--- src/rtl/pll_seq_pkg.sv ---
// Shared types and helpers for the PLL reset/lock sequencer.
package pll_seq_pkg;

   localparam int RETRY_W = 4;

   typedef enum logic [2:0] {
      HOLD  = 3'd0,
      WAIT  = 3'd1,
      RUN   = 3'd2,
      RETRY = 3'd3,
      FAIL  = 3'd4
   } state_e;

   // Wide enough to hold the largest cycle count plus headroom so no counter wraps.
   function automatic int cnt_width(input int a, input int b, input int c);
      int m;
      m = a;
      if (b > m) m = b;
      if (c > m) m = c;
      return $clog2(m) + 1;
   endfunction

endpackage

--- src/rtl/sync_2ff.sv ---
// Generic two-flop synchroniser for asynchronous single-bit inputs; flops reset to 0.
module sync_2ff (
   input  logic clk,
   input  logic rst,
   input  logic d_i,
   output logic q_o
);

   logic meta_q;
   logic sync_q;

   always_ff @(posedge clk) begin
      if (rst) begin
         meta_q <= 1'b0;
         sync_q <= 1'b0;
      end else begin
         meta_q <= d_i;
         sync_q <= meta_q;
      end
   end

   assign q_o = sync_q;

endmodule

--- src/rtl/pll_lock_seq.sv ---
// PLL40_2 reset/lock sequencer: resets the PLL, waits for stable lock, releases core reset.
// Optional lock timeout in WAIT is enabled with `define PLL_LOCK_SEQ_TIMEOUT_EN.
module pll_lock_seq
   import pll_seq_pkg::*;
#(
   parameter int RST_CYCLES      = 16,
   parameter int STABLE_CYCLES   = 1024,
   parameter int CORE_RST_CYCLES = 32,
   parameter int MAX_RETRIES     = 3,
   parameter int TIMEOUT_CYCLES  = 65536
) (
   input  logic               clk,
   input  logic               rst,
   input  logic               pll_lock,
   output logic               pll_resetb,
   output logic               pll_bypass,
   output logic               core_rst,
   output logic               pll_ready,
   output logic               pll_failed,
   output logic [RETRY_W-1:0] retry_cnt
);

   localparam int CNT_W = cnt_width(RST_CYCLES, STABLE_CYCLES, CORE_RST_CYCLES);
   localparam logic [CNT_W-1:0]   RST_LAST    = CNT_W'(RST_CYCLES - 1);
   localparam logic [CNT_W-1:0]   STABLE_LAST = CNT_W'(STABLE_CYCLES - 1);
   localparam logic [CNT_W-1:0]   CORE_LAST   = CNT_W'(CORE_RST_CYCLES - 1);
   localparam logic [RETRY_W-1:0] RETRY_LIMIT = RETRY_W'(MAX_RETRIES);
   localparam logic [RETRY_W-1:0] RETRY_SAT   = '1;

   state_e             state_q, state_d;
   logic [CNT_W-1:0]   cnt_q, cnt_d;
   logic [RETRY_W-1:0] retry_q, retry_d;
   logic               core_rst_q, core_rst_d;
   logic               lock_s;
   logic               tmo_hit;

   sync_2ff u_lock_sync (
      .clk (clk),
      .rst (rst),
      .d_i (pll_lock),
      .q_o (lock_s)
   );

`ifdef PLL_LOCK_SEQ_TIMEOUT_EN
   localparam int TMO_W = $clog2(TIMEOUT_CYCLES) + 1;
   localparam logic [TMO_W-1:0] TMO_LAST = TMO_W'(TIMEOUT_CYCLES - 1);

   logic [TMO_W-1:0] tmo_q, tmo_d;
   logic             seen_q, seen_d;

   // Once lock has been seen in this attempt the timeout can no longer fire.
   always_comb begin
      tmo_d  = tmo_q;
      seen_d = seen_q;
      if (state_q == WAIT) begin
         if (lock_s) seen_d = 1'b1;
         if (!seen_q && !lock_s && (tmo_q != TMO_LAST)) tmo_d = tmo_q + TMO_W'(1);
      end else begin
         tmo_d  = '0;
         seen_d = 1'b0;
      end
   end

   assign tmo_hit = (state_q == WAIT) && !seen_q && !lock_s && (tmo_q == TMO_LAST);

   always_ff @(posedge clk) begin
      if (rst) begin
         tmo_q  <= '0;
         seen_q <= 1'b0;
      end else begin
         tmo_q  <= tmo_d;
         seen_q <= seen_d;
      end
   end
`else
   assign tmo_hit = 1'b0;
`endif

   always_comb begin
      state_d    = state_q;
      cnt_d      = cnt_q;
      retry_d    = retry_q;
      core_rst_d = core_rst_q;
      unique case (state_q)
         HOLD: begin
            core_rst_d = 1'b1;
            if (cnt_q == RST_LAST) begin
               state_d = WAIT;
               cnt_d   = '0;
            end else begin
               cnt_d = cnt_q + CNT_W'(1);
            end
         end
         WAIT: begin
            core_rst_d = 1'b1;
            if (tmo_hit) begin
               state_d = RETRY;
               cnt_d   = '0;
            end else if (!lock_s) begin
               cnt_d = '0;
            end else if (cnt_q == STABLE_LAST) begin
               state_d = RUN;
               cnt_d   = '0;
            end else begin
               cnt_d = cnt_q + CNT_W'(1);
            end
         end
         RUN: begin
            // Lock loss outranks the core reset release on the same cycle.
            if (!lock_s) begin
               state_d    = RETRY;
               cnt_d      = '0;
               core_rst_d = 1'b1;
            end else if (cnt_q == CORE_LAST) begin
               core_rst_d = 1'b0;
            end else begin
               cnt_d = cnt_q + CNT_W'(1);
            end
         end
         RETRY: begin
            core_rst_d = 1'b1;
            cnt_d      = '0;
            retry_d    = (retry_q == RETRY_SAT) ? retry_q : retry_q + RETRY_W'(1);
            state_d    = (retry_d >= RETRY_LIMIT) ? FAIL : HOLD;
         end
         FAIL: begin
            if (cnt_q == CORE_LAST) begin
               core_rst_d = 1'b0;
            end else begin
               cnt_d = cnt_q + CNT_W'(1);
            end
         end
         default: begin
            state_d    = HOLD;
            cnt_d      = '0;
            core_rst_d = 1'b1;
         end
      endcase
   end

   always_ff @(posedge clk) begin
      if (rst) begin
         state_q    <= HOLD;
         cnt_q      <= '0;
         retry_q    <= '0;
         core_rst_q <= 1'b1;
      end else begin
         state_q    <= state_d;
         cnt_q      <= cnt_d;
         retry_q    <= retry_d;
         core_rst_q <= core_rst_d;
      end
   end

   // RETRY keeps RESETB high so the PLL sees exactly RST_CYCLES of reset in HOLD.
   assign pll_resetb = (state_q == WAIT) || (state_q == RUN) || (state_q == RETRY);
   assign pll_bypass = (state_q == FAIL);
   assign pll_failed = (state_q == FAIL);
   assign pll_ready  = (state_q == RUN);
   assign core_rst   = core_rst_q;
   assign retry_cnt  = retry_q;

endmodule
--- config.mk ---
export PLATFORM = sky130hd
export DESIGN_NAME = pll_lock_seq
export DESIGN_NICKNAME = d
export VERILOG_FILES = /design/src/rtl/pll_seq_pkg.sv /design/src/rtl/sync_2ff.sv /design/src/rtl/pll_lock_seq.sv
export SDC_FILE = /design/constraint.sdc
export NUM_CORES = 1
export LEC_CHECK = 0
export CAP_MARGIN = 0
export CORE_ASPECT_RATIO = 0.9
export CORE_MARGIN = 3
export CORE_UTILIZATION = 55
export DETAILED_ROUTE_END_ITERATION = 16
export PLACE_DENSITY = 0.78
export RECOVER_POWER = 50
export SETUP_SLACK_MARGIN = 0.5
export SYNTH_ARGS = -nofsm -noshare
export SYNTH_HDL_FRONTEND = slang
export SYNTH_SLANG_ARGS = --single-unit
export TNS_END_PERCENT = 50
--- constraint.sdc ---
create_clock -name clk -period 2.28 [get_ports clk]
set_input_delay 0.456 -clock clk [delete_from_list [all_inputs] [get_ports clk]]
set_output_delay 0.456 -clock clk [all_outputs]
set_load 0.05 [all_outputs]
==> reports/qor.csv <==
stage,metric,value,unit
outcome,status,finished clean,
yosys,yosys warns,0,
global_routing,Overflow after GRT,0,
detailed_routing,remaining antenna violation count,0,
cells_and_area,fraction of layout cells with a size suffix above 1,26.8,%
detailed_routing,first drt pass iteration count,4,
yosys,Post-synth EDFFs,0,
die,Die Area,2720,µm²
setup_path,CP arrival,2.07,ns
clock_tree,clock sinks,21,
global_routing,first-pass GRT wire length,4750,µm
cells_and_area,Fillers,151,
cells_and_area,post-route cell area,1440,µm²
setup_path,critical path capture point type,flip-flop,
cells_and_area,Layout area overhead,22.7,%
job,max-cap violations,0,
die,starting density of the core,59.4,%
setup_path,crit path max fanout,5,
setup_path,largest stage delay on the critical path,0.50,ns
timing,max-slew violations,0,
clock_tree,Max H-tree Level,1,
timing,Slew @ Worst Pin,0.680,ns
cells_and_area,final core utilization,72.8,%
clock_tree,CTS tree,built,
die,chip height,49.8,µm
yosys,Seq cells post-synth,21,
setup_path,Buf/Inv on CP,0,
timing,Final period util,82.1,%
setup_path,critical setup path kind,reg2reg,
yosys,post-synth top area share,35.9,%
cells_and_area,# nets final,159,
global_routing,initial antenna violation count,0,
global_routing,pin count of the biggest net entering global routing,14,
detailed_routing,DR vias,1056,
placement,HPWL after detailed placement,1830,µm
setup_path,Worst EP required,2.48,ns
detailed_routing,Via-to-Cell Ratio,5.93,
yosys,most area-hungry cell type in the Yosys netlist,dfxtp_1,
cells_and_area,antenna cells,0,
global_routing,gr usage total,23.6,%
yosys,"Net Count, Synth",138,
setup_path,startpoint types,flip-flop,
timing,slew margin rel.,54.6,%
clock_tree,Worst-Skew Late Latency,0.32,ns
clock_tree,CTS Hold Bufs,0,
yosys,Gate Count Post-Synth,133,
yosys,sequential fraction of the synthesis area,35.9,%
timing,Final setup viols,0,
timing,Fmax,534,MHz
setup_path,CP cell instances,ha_4 > nand4_1 > nor4_1 > nor2b_1 > nor3_4 > nor4_2,
die,I/O Pins,12,
yosys,most numerous cell in the Yosys netlist,dfxtp_1,
pwr,PwrDens,420,nW/µm²
yosys,Post-Syn Area,1170,µm²
yosys,Synth Area per Inst,8.80,µm²
timing,final hold violation count,0,
clock_tree,clk slew on worst S/H paths,0.13,ns
placement,IO Port Bufs,11,
die,Die Width,54.6,µm
timing,Period minus WS final,1.87,ns
setup_path,critical path's slowest cell,nor4_1,
setup_path,"delay-heaviest family, CP",simple AND/OR/NAND/NOR gates,
yosys,top post-synthesis cells by area,"dfxtp_1 36%, nor2_1 5.5%, nor4_2 4.3%",
global_routing,vias in the first global route,1062,
yosys,Cell variety after synth,41,
placement,GP Congestion,0.830,
clock_tree,total CTS buffers,3,
yosys,most frequent cells after synthesis,"21 x dfxtp_1, 17 x nor2_1, 10 x nand2_1",
pwr,worst vdd ir,0.431,mV
detailed_routing,drt total wl,2850,µm
placement,Placed Instance Area,1300,µm²
clock_tree,worst-case clock buffer depth,2,
yosys,share of async-settable or async-resettable flops after synthesis,0,%
timing,setup TNS,0,ns
detailed_routing,DRC errors left,0,
yosys,main flop type after synthesis,dfxtp_1,
clock_tree,root buffer cell,clkbuf_4,
detailed_routing,drt initial violations,37,
die,FP Rows,15,
min_path,Hold Crit Class,reg2reg,
timing,RSZ-0062 raised after global routing,true,
pwr,Lkg Pwr,0.571,nW
detailed_routing,Avg WL per Cell,16.0,µm
timing,Clock Skew,0.0105,ns
die,core area,1970,µm²
-- sequential cells by signal (all words and copies together), names as in the netlist --
signal              cells
core_rst                1
state_q                 3
retry_cnt               4
u_lock_sync.q_o         1
u_lock_sync.meta_q      1
cnt_q                  11
-- cells in the final DEF (no fill, tap or decap), types with 2 or more instances in the layout --
| cell | n |
|---|---|
| clkbuf_4 | 3 |
| nor3_1 | 5 |
| a311oi_1 | 2 |
| nor2_1 | 16 |
| dfxtp_2 | 2 |
| nand3_1 | 5 |
| nor4_2 | 2 |
| and3_4 | 2 |
| nor2b_1 | 6 |
| nor3_2 | 3 |
| dlygate4sd2_1 | 4 |
| a21oi_1 | 9 |
| buf_4 | 9 |
| inv_1 | 4 |
| buf_12 | 2 |
| xnor2_1 | 2 |
| nand2_1 | 10 |
| clkbuf_1 | 4 |
| and3_1 | 3 |
| dfxtp_1 | 16 |
| nand4_1 | 3 |
| dfxtp_4 | 3 |
| xor2_1 | 5 |
-- routing by layer --
metal / track usage [%] / routed length (µm) / up-vias
li1: - / - / 519
met3: 6.04 / 172 / 8
met4: 9.96 / 77 / 0
met2: 35.0 / 1340 / 30
met1: 31.7 / 1260 / 499
met5: 0 / 0 / -
-- final cells by class --
type | count | area, µm² | share of cell area (%)
flip-flops and latches | 21 | 434 | 30.3
clock inverters | 1 | 7.51 | 0.523
well taps | 25 | 31.3 | 2.18
inverters | 6 | 25.0 | 1.74
multi-input cells | 100 | 726 | 50.6
clock buffers | 3 | 22.5 | 1.57
repair buffers | 22 | 189 | 13.2
-- stage by stage --
step / instances / setup WS, ns / hold WS (ns) / total power (W)
after detailed placement: 164 / 0.320 / 0.436 / 0.000414
after floorplan: 133 / 0.371 / 0.414 / 0.000404
after CTS: 178 / 0.342 / 0.460 / 0.000601
after global routing: 178 / 0.246 / 0.492 / 0.000626
final: 178 / 0.408 / 0.459 / 0.000603
after global placement: 164 / 0.328 / 0.427 / 0.000411
-- final timing paths --
check / depth (start not counted) / endpoint / from / slack (ns)
max: 6 / cnt_q[2] / cnt_q[1] / 0.41
min: 1 / u_lock_sync.q_o / u_lock_sync.meta_q / 0.46
max reg2reg: 6 / cnt_q[2] / cnt_q[1] / 0.41
min reg2reg: 1 / u_lock_sync.q_o / u_lock_sync.meta_q / 0.46
-- kinds of logic (layout without fill, tap and decap cells) --
logic type / after synthesis / in the layout / share of synthesized area [%]
and+or+nand+nor: 66 / 66 / 33.5
buffers and inverters: 12 / 32 / 5.35
muxes: 1 / 1 / 0.856
AOI/OAI and AO/OA: 24 / 24 / 17.0
adders and majority gates: 2 / 2 / 2.14
xor gates and xnor gates: 7 / 7 / 5.24
DFF: 21 / 21 / 35.9
-- power by group --
part	switching, W	total, W	internal, W
Clock	0.000127	0.000194	0.0000672
Combinational	0.0000156	0.0000305	0.0000148
Sequential	0.00000711	0.000379	0.000371
-- worst register-to-register path: stages (launching register included) --
cell and delay [ns]:
dfxtp_4 0.39, ha_4 0.15, nand4_1 0.10, nor4_1 0.50, nor2b_1 0.24, nor3_4 0.27, nor4_2 0.09
-- what timing repair did --
action / 4_1_cts / 5_1_grt
setup endpoints to repair: 20 / 19
gates resized for setup: 18 / 12
pin swaps: 2 / 7
setup buffers: 10 / 0
Note: power is estimated with default switching activity, not from simulation.
